File: src/rtl/router_pkt_fifo.sv
// Packet-aware FIFO for one router output channel: stores {sop, data} per entry and
// frames reads with registered valid/SOP/EOP flags plus a sticky framing-error flag.
module router_pkt_fifo #(
  parameter int WIDTH     = 8,
  parameter int DEPTH     = 16,
  parameter int AF_THRESH = DEPTH - 2,
  parameter int LEN_LSB   = 2
) (
  input  logic                     clk,
  input  logic                     resetn,
  input  logic                     soft_reset,
  input  logic                     wr_en,
  input  logic                     sop_in,
  input  logic [WIDTH-1:0]         data_in,
  input  logic                     rd_en,
  output logic [WIDTH-1:0]         data_out,
  output logic                     rd_valid,
  output logic                     rd_sop,
  output logic                     rd_eop,
  output logic                     empty,
  output logic                     full,
  output logic                     almost_full,
  output logic [$clog2(DEPTH):0]   fill_level,
  output logic                     pkt_err
);

  localparam int AW = $clog2(DEPTH);
  localparam int LW = WIDTH - LEN_LSB;
  localparam int RW = LW + 1;

  localparam logic [AW-1:0] PTR_ONE  = {{(AW-1){1'b0}}, 1'b1};
  localparam logic [AW:0]   CNT_ONE  = {{AW{1'b0}}, 1'b1};
  localparam logic [RW-1:0] REM_ONE  = {{(RW-1){1'b0}}, 1'b1};
  localparam logic [AW:0]   FULL_CNT = DEPTH[AW:0];
  localparam logic [AW:0]   AF_CNT   = AF_THRESH[AW:0];

  logic [WIDTH:0]    mem [DEPTH];
  logic [AW-1:0]     wr_ptr;
  logic [AW-1:0]     rd_ptr;
  logic [AW:0]       count;
  logic [RW-1:0]     remaining;
  logic              wr_ok;
  logic              rd_ok;
  logic [WIDTH:0]    rd_word;
  logic              rd_word_sop;
  logic [WIDTH-1:0]  rd_word_data;
  logic [LW-1:0]     rd_len;

  assign empty       = (count == '0);
  assign full        = (count == FULL_CNT);
  assign almost_full = (count >= AF_CNT);
  assign fill_level  = count;

  assign wr_ok = wr_en && !full;
  assign rd_ok = rd_en && !empty;

  assign rd_word      = mem[rd_ptr];
  assign rd_word_sop  = rd_word[WIDTH];
  assign rd_word_data = rd_word[WIDTH-1:0];
  assign rd_len       = rd_word[WIDTH-1:LEN_LSB];

  // Storage array has no reset; the pointers alone decide which entries are live.
  always_ff @(posedge clk) begin
    if (wr_ok && !soft_reset)
      mem[wr_ptr] <= {sop_in, data_in};
  end

  always_ff @(posedge clk or negedge resetn) begin
    if (!resetn) begin
      wr_ptr <= '0;
      rd_ptr <= '0;
      count  <= '0;
    end else if (soft_reset) begin
      wr_ptr <= '0;
      rd_ptr <= '0;
      count  <= '0;
    end else begin
      if (wr_ok)
        wr_ptr <= wr_ptr + PTR_ONE;
      if (rd_ok)
        rd_ptr <= rd_ptr + PTR_ONE;
      case ({wr_ok, rd_ok})
        2'b10:   count <= count + CNT_ONE;
        2'b01:   count <= count - CNT_ONE;
        default: count <= count;
      endcase
    end
  end

  // Header reads load payload length + 1 so the parity byte is the one that hits zero.
  always_ff @(posedge clk or negedge resetn) begin
    if (!resetn) begin
      data_out  <= '0;
      rd_valid  <= 1'b0;
      rd_sop    <= 1'b0;
      rd_eop    <= 1'b0;
      pkt_err   <= 1'b0;
      remaining <= '0;
    end else if (soft_reset) begin
      data_out  <= '0;
      rd_valid  <= 1'b0;
      rd_sop    <= 1'b0;
      rd_eop    <= 1'b0;
      pkt_err   <= 1'b0;
      remaining <= '0;
    end else begin
      rd_valid <= rd_ok;
      rd_sop   <= 1'b0;
      rd_eop   <= 1'b0;
      if (rd_ok) begin
        data_out <= rd_word_data;
        if (rd_word_sop) begin
          rd_sop    <= 1'b1;
          remaining <= {1'b0, rd_len} + REM_ONE;
          if (remaining != '0)
            pkt_err <= 1'b1;
        end else if (remaining != '0) begin
          remaining <= remaining - REM_ONE;
          rd_eop    <= (remaining == REM_ONE);
        end else begin
          pkt_err <= 1'b1;
        end
      end
    end
  end

endmodule
File: config.mk
export PLATFORM = sky130hd
export DESIGN_NAME = router_pkt_fifo
export DESIGN_NICKNAME = d
export VERILOG_FILES = /design/src/rtl/router_pkt_fifo.sv
export SDC_FILE = /design/constraint.sdc
export NUM_CORES = 1
export LEC_CHECK = 0
export CORE_AREA = 10 10 128 130
export CTS_CLUSTER_SIZE = 12
export DETAILED_ROUTE_END_ITERATION = 8
export DIE_AREA = 0 0 138 140
export DONT_BUFFER_PORTS = 1
export PLACE_DENSITY_LB_ADDON = 0.05
export REMOVE_ABC_BUFFERS = 1
export SLEW_MARGIN = 20
export SYNTH_ARGS = -nofsm -noshare
export SYNTH_HDL_FRONTEND = slang
export SYNTH_SLANG_ARGS = --single-unit
export TNS_END_PERCENT = 1
File: constraint.sdc
create_clock -name clk -period 3.8 [get_ports clk]
set_clock_uncertainty 0.15 [all_clocks]
set_input_delay 0.57 -clock clk [delete_from_list [all_inputs] [get_ports clk]]
set_output_delay 0.57 -clock clk [all_outputs]
set_load 0.005 [all_outputs]
== Yosys cells after proc, flatten, opt, wreduce, memory -nomap -nowiden ==
Memory sizes are Yosys's and may differ from the RTL's.
Cells that the tools add are included.

* Register bits after elaboration: 32
* RAM bits: 144
* Input bits: 14
* Memories kept: 1

{| class="wikitable"
|+ Memories
! memory !! words !! width !! read ports !! clocked after Yosys merged registers in !! wr ports !! line !! source
|-
| mem || 16 || 9 || 1 || 0 || 1 || 37 || <nowiki>logic [WIDTH:0] mem [DEPTH];</nowiki>
|}

* Add/sub/neg operators: 6
* Order comparisons: 1
* Equal/unequal tests: 6
* Mux-type cells: 27
* Reduce and logical (&&, ||, !) cells: 14

{| class="wikitable"
|+ Operator list
! operator !! number
|-
| $mux W7 || 4
|-
| $mux W4 || 4
|-
| $mux W8 || 2
|-
| $mux W1 || 15
|-
| $pmux W5 S2 || 1
|-
| $add A4 B1 Y4 const B || 2
|-
| $add A6 B1 Y7 const B || 1
|-
| $eq A7 B1 Y1 const B || 1
|-
| $reduce_bool A7 Y1 || 1
|-
| $sub A7 B1 Y7 const B || 1
|-
| $reduce_bool A3 Y1 || 2
|-
| $add A5 B1 Y5 const B || 1
|-
| $eq A5 B5 Y1 const B || 1
|-
| $ge A5 B4 Y1 const B || 1
|-
| $logic_not A5 Y1 || 1
|-
| $mux W5 || 1
|-
| $sub A5 B1 Y5 const B || 1
|-
| $reduce_bool A2 Y1 || 2
|-
| $logic_and A1 B1 Y1 || 3
|-
| $logic_not A1 Y1 || 3
|-
| $ne A3 B2 Y1 const B || 1
|-
| $ne A3 B3 Y1 const B || 1
|-
| $reduce_and A3 Y1 || 1
|-
| $eq A2 B1 Y1 const B || 1
|-
| 2 further kinds || 2
|}

== Longest topological paths before layout ==
* Depth after elaboration: 6
* Depth in mapped cells: 12

== Worst setup path after synthesis ==
Ideal clock, no wire load.

* Path type: reg-to-reg
* From: register count[1] (netlist: fill_level[1])
* To: register count[4] (netlist: fill_level[4])
* Arrival: 2.829 ns
* Setup slack: 0.689 ns
* Stages on the path, launching flop included: 13
* Path buffers: 2
* Period minus slack after synthesis: 3.111 ns
* Cells stage by stage: dfrtp_1 -> or4_1 -> o21a_1 -> clkbuf_1 -> nand2b_1 -> clkbuf_1 -> inv_1 -> ha_1 -> a21o_1 -> a21oi_1 -> mux2i_1 -> xnor2_1 -> nor2_1

* Word-level cells in the longest chain between the ends: 6
* Elaborated cells on any way between the ends: 13
* Those cells by class: add/sub: 2; eq/ne: 3; mux: 2; reduce/logical: 6

{| class="wikitable"
|+ Ends and longest elaborated chain
! item !! line !! source
|-
| start: declaration || 40 || <nowiki>logic [AW:0] count;</nowiki>
|-
| start signal: assignment || 83 || <nowiki>2'b10: count <= count + CNT_ONE;</nowiki>
|-
| start signal: assignment || 84 || <nowiki>2'b01: count <= count - CNT_ONE;</nowiki>
|-
| start signal: assignment || 85 || <nowiki>default: count <= count;</nowiki>
|-
| $eq A5 B5 Y1 or $logic_not A5 Y1 (tied branches) || 50, 49 ||
|-
| $logic_not A1 Y1, on equally long branches || 54, 55 ||
|-
| $logic_and A1 B1 Y1, on equally long branches || 54, 55 ||
|-
| $eq A2 B1 Y1 or $eq A2 B2 Y1 (tied branches) || 82 || <nowiki>case ({wr_ok, rd_ok})</nowiki>
|-
| $pmux W5 S2 || 82 ||
|-
| $mux W5 || 73 || <nowiki>end else if (soft_reset) begin</nowiki>
|}

Parallel ways exist; a longest one is shown, timed or not.
A chain may end at the register's enable or synchronous reset.

== Final worst setup path ==
* From: register rd_ptr[1]
* To: register remaining[4]

* Word-level cells in the longest chain between the ends: 5
* Elaborated cells on any way between the ends: 7
* Those cells by class: add/sub: 1; mux: 3; reduce/logical: 2; memory: 1

{| class="wikitable"
|+ Ends and longest elaborated chain
! item !! line !! source
|-
| start: declaration || 39 || <nowiki>logic [AW-1:0] rd_ptr;</nowiki>
|-
| start signal: assignment || 81 || <nowiki>rd_ptr <= rd_ptr + PTR_ONE;</nowiki>
|-
| $mem_v2 Z16 W9 (*) || -- ||
|-
| $add A6 B1 Y7 || 114 || <nowiki>remaining <= {1'b0, rd_len} + REM_ONE;</nowiki>
|-
| $mux W7 || 112 || <nowiki>if (rd_word_sop) begin</nowiki>
|-
| $mux W7 || 110 || <nowiki>if (rd_ok) begin</nowiki>
|-
| $mux W7 || 99 || <nowiki>end else if (soft_reset) begin</nowiki>
|-
| end signal: assignment || 114 ||
|-
| end signal: assignment || 118 || <nowiki>remaining <= remaining - REM_ONE;</nowiki>
|-
| end: declaration || 41 || <nowiki>logic [RW-1:0] remaining;</nowiki>
|}

Mark *: on every way between the ends. The rest lies on a longest branch, timed or not. The select of a mux whose other input is x is not followed.

==> results.tsv <==
metric	value	unit
initial_core_util	53.82	%
diodes	0	
arrival	3.26	ns
crit_type	register to register	
status	finished clean	
worstPathRequired	4.01	ns
syn_area	0.007413	sq mm
hold_path_class	input port to register	
final_util	60.34	%
drc	0	
synth.most_common_cell	edfxtp_1	
seqPwrFrac	43.1	%
grt_antenna_before_repair	0	
overflow	0	
setup_tns	0	ns
htree_levels	4	
grt_start_max_net_pins	34	
fin_crit_sh	80.27	%
path_common_cell	mux4_2	
worst_slew_pin_slew	0.7773	ns
cts-root-buf	clkbuf_16	
max_cap_viol_count	0	
rows	43	
synth_cells	453	
cts_tree	built	
first_pass_iters	4	
synthToLayoutAreaGrowth	12.10	%
drtAntennaViolNets	0	
vdd_ir_drop_max	0.3657	mV
nNetsFinal	504	
p_int	3.894	mW
cpMaxStageDelayCell	dfrtp_1	
worst_setup_path_end_kind	register	
leakage	2.878	nW
grt_pass1_vias	3982	
relSlewSlack	48.18	%
core_area	0.01377	sq mm
ys_warn_count	0	
clkPwrFrac	31.1	%
wl_per_cell	23.57	microns
start_kind	register	
routed_wl	15.80	mm
cts_setup_buffers	0	
cp_top_family	multiplexers	
synth_top_cell_by_area	edfxtp_1	
power_density	673.0	mW/mm^2
path_cells	mux4_2 -> mux4_2 -> nor4_2 -> and3_1 -> a31oi_1 -> o21ai_2	
p_comb_share	25.8	%
synth_area_per_cell	16.37	sq um
grt_pass1_wl	24.50	mm
fmax	0.3278	GHz
max_stage_delay	0.84	ns
r2r_slack	0.75	ns
synth.distinct_cells	48	
synth_edf_count	144	
async_flop_share	18.18	%
netlist_top_cells_count	edfxtp_1, nor2_1, mux4_2, nand2_1, dfrtp_1	
slew_viol_final	0	
holdWs	0.05427	ns
cts.path.max_buffers	2	
insertion_delay	0.43	ns
vias	3993	
grt_usage	16.82	%
p_sw	1.699	mW
dp_hpwl	10.21	mm
viasPerCell	5.960	
io_pins	34	
ys_seq_area_share	69.13	%
numClockSinks	176	
die_area	0.01932	sq mm
routabilityCongestion	0.7406	
cp_max_fo	15	
drive_gt1_share	20.00	%
port-buffer-count	0	
fin_crit	3.050	ns
hold_viol_final	0	
die_w	138	microns
first_iter_violations	364	
yosys_register_bits	176	
die_h	140	microns
swShare	30.38	%
crit_buf_inv	0	
synthFlopType	edfxtp_1	
cts_buffers	17	
grt_setup_unrepaired	false	
cts.clk_slew.worst_paths	0.07	ns
yosysTopAreaCellShare	58.33	%
ys_top_cells_by_area	edfxtp_1, mux4_2, dfrtp_1	
setup_violations	0	
==> layout make-up <==
| cell class | instances | area (sq um) |
|---|---|---|
| fillers | 1057 | 5463 |
| flip-flops and latches | 176 | 5126 |
| multi-input cells | 245 | 2118 |
| clock buffers | 17 | 425.4 |
| well taps | 180 | 225.2 |
| repair buffers | 25 | 202.7 |
| clock inverters | 15 | 167.7 |
| inverters | 12 | 45.04 |
==> cell usage in the layout (no fill, tap or decap), types with 3 or more instances in the layout <==
cell type	n
a211oi_1	3
a21oi_1	18
a221oi_1	4
a22oi_1	5
a31o_2	3
a31oi_1	4
and3_1	3
buf_4	23
bufinv_16	3
clkbuf_16	17
clkinv_1	4
clkinvlp_4	3
dfrtp_1	31
edfxtp_1	144
ha_1	12
inv_1	11
mux2i_1	9
mux4_2	37
nand2_1	34
nand3_1	13
nand4_1	4
nor2_1	45
nor2b_1	4
nor3_1	5
nor4_1	4
o21ai_1	3
xnor2_1	8
xor2_1	5
==> routing by layer <==
layer / track usage (%) / vias up / part of all wire, %
met4: 5.771 / 0 / 1.5
met2: 26.73 / 93 / 49
met1: 21.82 / 2074 / 44
li1: - / 1805 / -
met3: 4.665 / 21 / 5.4
met5: 0 / - / 0
==> logic make-up after synthesis <==
kind of cell,after synthesis,synth area share (%)
DFF,176,69.13
and+or+nand+nor,120,7.392
AOI/OAI and AO/OA,53,4.895
muxes,46,12.46
buffers and inverters,32,2.295
xor gates and xnor gates,13,1.536
adders and majority gates,13,2.295
==> power groups by stage <==
stage          registers (mW)  clock network [mW]  logic [mW]
6_report                 2.41                1.74        1.44
5_1_grt                  2.44                1.85        1.60
4_1_cts                  2.42                1.77        1.45
3_5_place_dp             2.45                   0        1.44
3_3_place_gp             2.45                   0        1.42
2_1_floorplan            2.45                   0        1.05
==> registers in the layout (all words and copies together) (netlist names) <==
register    cells
mem           144
data_out        8
remaining       7
fill_level      5
rd_ptr          4
wr_ptr          4
pkt_err         1
rd_eop          1
rd_sop          1
rd_valid        1
==> final timing paths <==
kind | startpoint | end | depth (start not counted)
max | rd_ptr[1]$_DFFE_PN0P_ | remaining[4]$_DFFE_PN0P_ | 6
min | soft_reset | fill_level[3]$_DFFE_PN0P_ | 1
max reg2reg | rd_ptr[1]$_DFFE_PN0P_ | remaining[4]$_DFFE_PN0P_ | 6
min reg2reg | data_out[0]$_DFFE_PN0P_ | data_out[0]$_DFFE_PN0P_ | 2
max in group asynchronous | resetn | rd_ptr[0]$_DFFE_PN0P_ | 2
min in group asynchronous | resetn | rd_eop$_DFF_PN0_ | 2
==> metrics by stage <==
step | power [mW] | setup slack [ns] | area (sq um) | instances
global placement | 3.867 | 0.7503 | 7687 | 636
detailed placement | 3.891 | 0.7327 | 7687 | 636
floorplan | 3.500 | 0.2883 | 7288 | 433
finish | 5.593 | 0.7497 | 8310 | 670
global route | 5.888 | 0.4896 | 8310 | 670
CTS | 5.641 | 0.7130 | 8310 | 670
==> timing repair <==
action,4_1_cts,5_1_grt
setup endpoints to repair,0,0
hold buffers,2,0
resized for setup,0,0
endpoints found under the hold margin,32,0
==> worst register-to-register path, delay by kind of cell, from the launching register on <==
family / cells / cell delay [ns]
DFF: 1 / 0.84
muxes: 2 / 1.28
and+or+nand+nor: 2 / 0.59
AOI/OAI and AO/OA: 2 / 0.12
Power figures use the tool's default switching activity.
